**src/rtl/card_dealer.sv**
```systemverilog
// Finite-shoe card source: deals ranks 1..13 on request, tracking per-rank counts until shuffled.
// Define CARD_DEALER_FIXED_ORDER_EN to deal in ascending rank order instead of LFSR-selected ranks.
module card_dealer #(
  parameter int DECKS = 1
) (
  input  logic       slow_clock,
  input  logic       resetb,
  input  logic       deal_req,
  input  logic       shuffle,
  output logic [3:0] new_card,
  output logic       card_valid,
  output logic       deck_empty,
  output logic [7:0] cards_left
);

  // Counter width is sized so that 4 x DECKS fits for every legal shoe size.
  localparam int            CW         = $clog2(4 * DECKS + 1);
  localparam logic [CW-1:0] FULL_RANK  = CW'(4 * DECKS);
  localparam logic [7:0]    FULL_SHOE  = 8'(52 * DECKS);
  localparam logic [15:0]   LFSR_SEED  = 16'hACE1;

  typedef enum logic [1:0] {IDLE, SEARCH, PRESENT} state_t;

  state_t        state_reg, state_next;
  logic [3:0]    cand_reg, cand_next;
  logic [15:0]   lfsr_reg;
  logic          lfsr_fb;
  logic [3:0]    lfsr_cand;
  logic [3:0]    idle_cand;
  logic [CW-1:0] count_reg [1:13];
  logic [15:0]   nonzero;
  logic          hit;

  assign lfsr_fb   = lfsr_reg[15] ^ lfsr_reg[13] ^ lfsr_reg[12] ^ lfsr_reg[10];
  assign lfsr_cand = (lfsr_reg[3:0] < 4'd13) ? (lfsr_reg[3:0] + 4'd1)
                                             : (lfsr_reg[3:0] - 4'd12);

`ifdef CARD_DEALER_FIXED_ORDER_EN
  assign idle_cand = 4'd1;
`else
  assign idle_cand = lfsr_cand;
`endif

  // Per-rank availability, indexed directly by rank; unused encodings read as empty.
  assign nonzero[0]     = 1'b0;
  assign nonzero[15:14] = 2'b00;
  generate
    for (genvar gi = 1; gi <= 13; gi++) begin : g_nonzero
      assign nonzero[gi] = (count_reg[gi] != '0);
    end
  endgenerate

  assign hit = nonzero[cand_reg];

  always_ff @(posedge slow_clock or negedge resetb) begin
    if (!resetb) begin
      state_reg <= IDLE;
      cand_reg  <= 4'd0;
    end else begin
      state_reg <= state_next;
      cand_reg  <= cand_next;
    end
  end

  always_comb begin
    state_next = state_reg;
    cand_next  = cand_reg;
    if (shuffle) begin
      state_next = IDLE;
    end else begin
      case (state_reg)
        IDLE: begin
          if (deal_req && !deck_empty) begin
            state_next = SEARCH;
            cand_next  = idle_cand;
          end
        end
        SEARCH: begin
          if (hit) begin
            state_next = PRESENT;
          end else begin
            cand_next = (cand_reg == 4'd13) ? 4'd1 : (cand_reg + 4'd1);
          end
        end
        PRESENT: state_next = IDLE;
        default: state_next = IDLE;
      endcase
    end
  end

  // The hit is committed on leaving PRESENT so counts, outputs and the pulse change together.
  always_ff @(posedge slow_clock or negedge resetb) begin
    if (!resetb) begin
      for (int i = 1; i <= 13; i++) count_reg[i] <= FULL_RANK;
    end else if (shuffle) begin
      for (int i = 1; i <= 13; i++) count_reg[i] <= FULL_RANK;
    end else if (state_reg == PRESENT) begin
      for (int i = 1; i <= 13; i++) begin
        if (cand_reg == 4'(i)) count_reg[i] <= count_reg[i] - CW'(1);
      end
    end
  end

  always_ff @(posedge slow_clock or negedge resetb) begin
    if (!resetb) begin
      lfsr_reg   <= LFSR_SEED;
      new_card   <= 4'd0;
      card_valid <= 1'b0;
      deck_empty <= 1'b0;
      cards_left <= FULL_SHOE;
    end else begin
      lfsr_reg   <= shuffle ? LFSR_SEED : {lfsr_reg[14:0], lfsr_fb};
      card_valid <= 1'b0;
      if (shuffle) begin
        new_card   <= 4'd0;
        deck_empty <= 1'b0;
        cards_left <= FULL_SHOE;
      end else if (state_reg == PRESENT) begin
        new_card   <= cand_reg;
        card_valid <= 1'b1;
        cards_left <= cards_left - 8'd1;
        deck_empty <= (cards_left == 8'd1);
      end
    end
  end

endmodule
```
**config.mk**
```make
export PLATFORM = sky130hd
export DESIGN_NAME = card_dealer
export DESIGN_NICKNAME = d
export VERILOG_FILES = /design/src/rtl/card_dealer.sv
export SDC_FILE = /design/constraint.sdc
export NUM_CORES = 1
export LEC_CHECK = 0
export CORE_MARGIN = 1
export CORE_UTILIZATION = 30
export CTS_CLUSTER_DIAMETER = 60
export DETAILED_ROUTE_END_ITERATION = 12
export PLACE_DENSITY = 0.53
export SLEW_MARGIN = 20
export SYNTH_ARGS = -nofsm -noshare
export SYNTH_HDL_FRONTEND = slang
export SYNTH_SLANG_ARGS = --single-unit
```
**constraint.sdc**
```tcl
create_clock -name slow_clock -period 2.4 [get_ports slow_clock]
set_clock_uncertainty 0.1 [all_clocks]
set_input_delay 0.48 -clock slow_clock [delete_from_list [all_inputs] [get_ports slow_clock]]
set_output_delay 0.48 -clock slow_clock [all_outputs]
set_load 0.1 [all_outputs]
```
==> results.md, run 1 <==
- The run finished with clean final reports.
- In this run, the number of DRC markers left after iteration 0 of detailed routing was 88.
- The number of top-level design ports is 18.
- STA classifies the critical path endpoint as a flop.
- The final number of hold-violating endpoints came to 0.
- The switching power of the nets is 1.31 mW.
- The number of placement rows is 41.
- After layout, the minimum clock period comes to 2.25 ns.
- The net count of the mapped netlist is 432.
- The final non-filler cell total is 596.
- The global placer's final weighted congestion is 0.742.
- Power spread over the standard cell area amounts to 831 nW/um2.
- From bottom edge to top edge, the die measures 117 um.
- The register-to-register setup slack is 0.15 ns.
- The clock network accounts for 34.7% of the total power.
- The clock drives 75 sinks.
- Summed over all layers, the global routing overflow is 0.
- Setup violations remaining at the end of the flow were counted as 0.
- Yosys attributes the largest share of cell area to sky130_fd_sc_hd__dfrtp_1, sky130_fd_sc_hd__dfstp_2, sky130_fd_sc_hd__ha_1.
- The kind of start point of the critical path is a flop.
- STA puts the critical path data required time at 2.52 ns.
- The first-pass GRT wire length is 13200 um.
- During synthesis, Yosys emitted a total of 0 warnings.
- The number of optimization iterations in the first detailed-route pass is 4.
- The share of the clock period used by the worst path after layout is 94.0%.
- After routing, the total negative slack on setup checks comes to 0 ns.
- The overall die area is 13600 um2.
- The detailed-route DRC error count is 0.
- After detailed routing, the total wire length is 7500 um.
- The number of nets still failing antenna checks after routing is 0.
- Input and output buffers added on the ports amount to 17.
- The min-delay analysis places its worst path in the category input port to asynchronous set/reset pin.
- The maximum buffer depth of the clock tree is 2.
- The final design instance area without fill is 4610 um2.
- The via count of the first global-routing pass came to 2825.
- The number of CTS-inserted buffers is 9.
- The proportion of synthesized chip area in sequential cells is 48.3%.
- The share of cells above drive strength 1 is 20.8%.
- Hold repair after CTS inserted 0 buffers.
- VDD sags by at most 509 uV.
- The final net count is 454.
- The number of distinct library cells after synthesis is 49.
- The number of enable flip-flop cells after synthesis is 0.
- The slowest cell on the critical path is sky130_fd_sc_hd__dfrtp_1.
- The highest net fanout along the worst path is 5.
- The post-synthesis cell area is 3950 um2.
- The most prevalent standard cell on the critical path is sky130_fd_sc_hd__ha_1.
- The number of antenna diodes in the final layout is 0.
- The pin count of the biggest net entering global routing is 71.
- In this run, the combinational gates consume 25.3% of the power.
- For this run, asynchronously set or reset flops after synthesis account for 100%.
- The initial antenna violation count came to 0.
- The H-tree depth is 3.
- In this run the tightest slew margin relative to its limit is 56.2%.
- The average wire per cell in the routed design is 12.6 um.
- The measured slew at the worst slew-check pin is 0.657 ns.
- The initial cell density of the core is 31.0%.
- The maximum frequency from static timing analysis is 443 MHz.
- Detailed placement finished with a half-perimeter wire length of 5120 um.
- The internal power is 2.52 mW.
- The per-cell via count in the routed design is 4.48.
- The signal on the critical path passes through inv_1 -> ha_1 -> ha_1 -> a2111oi_4 -> a31oi_1 -> and4bb_4 -> a31oi_4 -> mux2_4.
- The switching fraction of total power is 34.3%.
- Compared with the post-synthesis result, the final layout area differs by 16.7%.
- The worst-case setup margin in the final layout is 0.145 ns.
- Global routing used 12.6% of the available tracks.
- The number of cells on the worst reg-to-reg path is 8.
- The clock edge transition at the registers on the reported setup and hold paths is 0.06 ns.
- The critical path is of the flop to flop type.
- The synthesis-stage register bit count is 75.
- The startpoint identified for the worst register-to-register timing path is count_reg[0].
- In this run the mean area of a mapped cell was 9.94 um2.
- The total area inside the core boundary comes to 12700 um2.
- The final max-slew violation count was 0.
- The count of vias placed by the detailed router is 2669.
- The cell chosen for the clock root is sky130_fd_sc_hd__clkbuf_16.
- TritonCTS built the clock tree.
- Summing all placed instances gives a cell area of 4300 um2.
- The delay of the slowest cell on the worst path is 0.36 ns.
- Registers are responsible for 40.0% of the overall power.
- The library cell with the highest instance count after synthesis is sky130_fd_sc_hd__nor2_1.
- From left edge to right edge, the die measures 117 um.
- In the synthesized netlist, the cells that appear most often are sky130_fd_sc_hd__nor2_1, sky130_fd_sc_hd__dfrtp_1, sky130_fd_sc_hd__inv_1.
- Among all flip-flop cells after synthesis, the most frequent one is sky130_fd_sc_hd__dfrtp_1.
- The flip-flop count of the largest register after layout is 39.
- The count of max-cap constraint violations is 0.
- sky130_fd_sc_hd__dfrtp_1 takes more of the synthesized area than any other cell.
- In this run, placement finished with an instance count of 580.
- Setup repair after global routing left no endpoint under its margin.
- The clock reaches the later pin of the worst-skew pair after 0.33 ns.
- The reg-to-reg endpoint is cand_reg[2].
- The top cell type's share of synthesized area is 32.3%.
- In this run the static leakage power is 2.02 nW.
- The pre-CTS setup slack is 0.0602 ns.
- The cell count after synthesis came out at 397.
- The arrival time reported for the critical path endpoint is 2.37 ns.
power groups by stage:
stage	Sequential (mW)	Combinational (mW)	Clock (mW)
2_1_floorplan	1.58	0.686	0
3_3_place_gp	1.54	0.954	0
3_5_place_dp	1.55	0.966	0
4_1_cts	1.53	0.972	1.37
5_1_grt	1.55	1.07	1.42
6_report	1.53	0.970	1.33
worst max path at each step:
stage	from	to	slack [ns]	depth (start not counted)
2_1_floorplan	count_reg[5]	cand_reg[0]	0.20	8
3_3_place_gp	count_reg[5]	cand_reg[0]	0.11	8
3_5_place_dp	count_reg[3]	cand_reg[2]	0.06	9
4_1_cts	count_reg[3]	cand_reg[2]	0.05	9
5_1_grt	count_reg[0]	cand_reg[2]	0.04	8
6_report	count_reg[0]	cand_reg[2]	0.15	8
final cells by class:
type	count	area (um2)
fillers	1330	8120
flip-flops and latches	75	1910
multi-input cells	267	1830
clock buffers	10	239
repair buffers	27	215
well taps	172	215
inverters	39	146
clock inverters	6	56.3
cell families after synthesis:
group / share of synthesized area, %
fa+ha+maj: 9.83
buf+inv: 5.71
flops: 48.3
simple gates: 18.2
mux: 2.06
xor+xnor: 5.99
compound gates: 9.86
routing by layer:
| metal | global-route usage, % | share of wire [%] |
|---|---|---|
| met1 | 15.4 | 47 |
| met2 | 20.6 | 48 |
| met3 | 3.22 | 3.0 |
| met4 | 6.08 | 1.9 |
| met5 | 0 | 0 |
worst max-delay path, delay by kind of cell, from the launching register on:
| family | cells | cell delay (ns) |
|---|---|---|
| flops | 1 | 0.36 |
| fa+ha+maj | 2 | 0.42 |
| mux | 1 | 0.33 |
| compound gates | 3 | 0.65 |
| buf+inv | 1 | 0.05 |
| simple gates | 1 | 0.23 |
metrics by stage:
| step | hold WS, ns | power (mW) | utilization, % |
|---|---|---|---|
| after floorplan | 0.0844 | 2.27 | - |
| after global placement | 0.316 | 2.50 | 33.8 |
| after detailed placement | 0.318 | 2.52 | 33.8 |
| after CTS | 0.0175 | 3.87 | 36.1 |
| after global routing | 0.0399 | 4.03 | 36.2 |
| final | 0.00163 | 3.83 | 36.2 |
cell usage in the layout, fill, tap and decap left out, drive strengths merged, types with 3 or more instances in the layout:
master,synthesis,final
or2,8,8
and3,9,9
nand4,3,3
inv,39,43
o21ai,10,10
buf,7,26
nor2,54,54
dfrtp,51,51
clkbuf,9,10
mux2,5,5
a211oi,10,10
nor3,7,7
nor2b,10,10
nand2b,11,11
ha,31,31
o21bai,8,8
dfstp,24,24
xor2,8,8
a21oi,21,21
nand3,6,6
xnor2,19,19
nand2,26,26
repair_timing:
action	CTS	global route
gates resized for setup	0	2
setup buffers	0	0
endpoints found under the hold margin	0	0
setup endpoints to repair	0	4
No activity file was read; power rests on OpenSTA's default activity.
==> run 2: changes to the inputs <==
--- a/config.mk
+++ b/config.mk
@@ -9,6 +9,7 @@
 export CORE_UTILIZATION = 30
 export CTS_CLUSTER_DIAMETER = 60
 export DETAILED_ROUTE_END_ITERATION = 12
+export MAX_ROUTING_LAYER = met4
 export PLACE_DENSITY = 0.53
 export SLEW_MARGIN = 20
 export SYNTH_ARGS = -nofsm -noshare
==> run 2 against run 1 <==
Wire length shrank 0.20%. Global-route usage is 0.38 points higher. Clock-buffer cell count unchanged. Critical path type unchanged. Critical endpoint unchanged. Largest cell class unchanged.
==> results.md, run 2 (synthesis gave the netlist of run 1 again) <==
- The total of hold buffers inserted after clock tree synthesis is 0 (unchanged).
- The family with the most delay on the worst path is compound AO/OA/AOI/OAI gates.
- In the layout the commonest cells are sky130_fd_sc_hd__nor2_1, sky130_fd_sc_hd__dfrtp_1, sky130_fd_sc_hd__inv_1.
- The residual overflow from global routing is 0 (unchanged).
- The signal on the critical path passes through inv_1 -> ha_1 -> ha_1 -> a2111oi_4 -> a31oi_1 -> and4bb_4 -> a31oi_4 -> mux2_4.
- The number of nets still failing antenna checks after routing is 0 (unchanged).
- The source-to-sink clock delay at the later pin of the worst-skew pair is 0.34 ns (about the same).
- The worst min-delay path class is input port to asynchronous set/reset pin.
- The area overhead of the layout relative to synthesis is 16.7% (unchanged).
- The TritonCTS clock tree is done.
- The worst-case vdd ir drop is 508 uV (about the same).
- The final critical delay including setup and external delays is 2.26 ns (+0.00233 ns).
- The flow ran to the end, and the final reports show no timing, DRC or antenna violations.
- The number of buffers and inverters on the critical path is 1 (unchanged).
- The overall die area is 13600 um2 (unchanged).
- The power per standard cell area is 831 nW/um2 (about the same).
- The global-route total usage across every layer is 12.9% (+0.38 points).
- The kind of start point of the critical path is a flop.
- Setup repair after global routing left no endpoint under its margin.
- The number of CTS-inserted buffers is 9 (unchanged).
- The measured slew at the worst slew-check pin is 0.654 ns (-0.00342 ns).
- The headroom to the max-slew limit is 56.4% (+0.23 points).
- The H-tree depth is 3 (unchanged).
- The maximum buffer depth of the clock tree is 2 (unchanged).
- The endpoint type of the worst setup path is a flop.
- The antenna diode instance count is 0 (unchanged).
- The initial antenna violation count was 0 (unchanged).
- The cell that appears most often on the critical path is sky130_fd_sc_hd__ha_1.
- The placeable core region is 12700 um2 (unchanged).
- The highest net fanout along the worst path came to 5 (unchanged).
- The via count of the first global-routing pass is 2828 (+0.11%).
- The final number of hold-violating endpoints was 0 (unchanged).
- On the critical path, the stage with the largest delay is an instance of sky130_fd_sc_hd__dfrtp_1.
- The per-cell via count in the routed design is 4.49 (+0.34%).
- The reg-to-reg critical path startpoint is count_reg[0].
- The count of max-cap constraint violations is 0 (unchanged).
- The global placer's final weighted congestion is 0.751 (+1.3%).
- The reported leakage power is 2.02 nW (unchanged).
- The number of violations reported at the end of detailed-routing iteration 0 is 74 (-16%).
- The number of setup violations in the final report is 0 (unchanged).
- The number of buffer cells added on primary ports is 17 (unchanged).
- The total negative slack for setup checks came to 0 ns (unchanged).
- The count of vias placed by the detailed router was 2678 (+0.34%).
- The wire length after detailed routing is 7490 um (-0.20%).
- The flip-flop count of the largest register after layout is 39 (unchanged).
- The width of the die came to 117 um (unchanged).
- The total design power is 3.83 mW (about the same).
- The pin count of the biggest net entering global routing is 71 (unchanged).
- The die outline height is 117 um (unchanged).
- The cell chosen for the clock root is sky130_fd_sc_hd__clkbuf_16.
- The number of top-level design ports came to 18 (unchanged).
- The detailed-route DRC error count was 0 (unchanged).
- The maximum frequency from static timing analysis is 443 MHz (-0.10%).
- The required time reported for the critical path endpoint is 2.52 ns (about the same).
- The final net count came to 454 (unchanged).
- The delay of the slowest cell on the worst path is 0.36 ns (about the same).
- The most common cell after layout, fill and taps aside is sky130_fd_sc_hd__nor2_1.
- The first-pass GRT wire length is 13200 um (unchanged).
- The final max-slew violation count is 0 (unchanged).
- The share of the clock period used by the worst path after layout came to 94.1% (+0.097 points).
- The number of optimization iterations in the first detailed-route pass is 4 (unchanged).
- The initial cell density of the core is 31.0% (unchanged).
- The critical path is of the flop to flop type.
- The arrival time reported for the critical path endpoint is 2.38 ns (about the same).
- The average wire per cell in the routed design is 12.6 um (-0.20%).
- The detailed-placement wirelength estimate was 5120 um (unchanged).
- The critical path starts at count_reg[0].
- The count of clock tree sinks is 75 (unchanged).
- The share of cells above drive strength 1 was 20.8% (unchanged).
- The number of placement rows is 41 (unchanged).
- The clock edge transition at the registers on the reported setup and hold paths is 0.06 ns (about the same).
run 2: worst register-to-register path: stages, from the launching register on:
cell and delay [ns]:
sky130_fd_sc_hd__dfrtp_1 0.36, sky130_fd_sc_hd__inv_1 0.05, sky130_fd_sc_hd__ha_1 0.21, sky130_fd_sc_hd__ha_1 0.21, sky130_fd_sc_hd__a2111oi_4 0.34, sky130_fd_sc_hd__a31oi_1 0.07
sky130_fd_sc_hd__and4bb_4 0.23, sky130_fd_sc_hd__a31oi_4 0.25, sky130_fd_sc_hd__mux2_4 0.33
run 2: path summary, 6_finish.rpt:
kind                                       to  slack (ns)  cells past startpoint
worst max-delay path              cand_reg[2]        0.14                      8
worst min-delay path              lfsr_reg[8]       0.002                      1
worst max register to register    cand_reg[2]        0.14                      8
worst min register to register    lfsr_reg[5]        0.33                      1
max in group asynchronous       count_reg[20]        1.55                      2
min in group slow_clock           lfsr_reg[5]        0.33                      1
run 2: routing by layer:
metal  share of wire [%]  global-route usage [%]  up-vias
li1                    -                       -     1347
met1                  47                    15.5     1283
met2                  48                    20.6       35
met3                 2.8                    3.06       13
met4                 1.9                    6.08        0
met5                   0                       -        -
run 2: final cells by class:
type	count	area, um2
inverters	39	146
clock inverters	6	56.3
flip-flops and latches	75	1910
clock buffers	10	239
well taps	172	215
repair buffers	27	215
multi-input cells	267	1830
fillers	1330	8120
run 2: metrics by stage:
step                      area, um2  std cells  utilization, %  setup WS, ns  hold WS, ns
after floorplan                3950        397               -         0.201       0.0844
after global placement         4300        580            33.8         0.112        0.316
after detailed placement       4300        580            33.8        0.0602        0.318
after CTS                      4590        596            36.1        0.0474       0.0175
after global routing           4610        596            36.2        0.0361       0.0399
final                          4610        596            36.2         0.143      0.00235
run 2: report_power, final:
part	leakage, nW	internal, mW	switching, mW
logic	0.929	0.391	0.580
clock network	0.144	0.752	0.576
registers	0.946	1.37	0.158
total	2.02	2.52	1.31
run 2: repair_timing:
action                                  4_1_cts  5_1_grt
resized for setup                             0        2
endpoints found under the setup margin        0        4
setup buffers                                 0        0
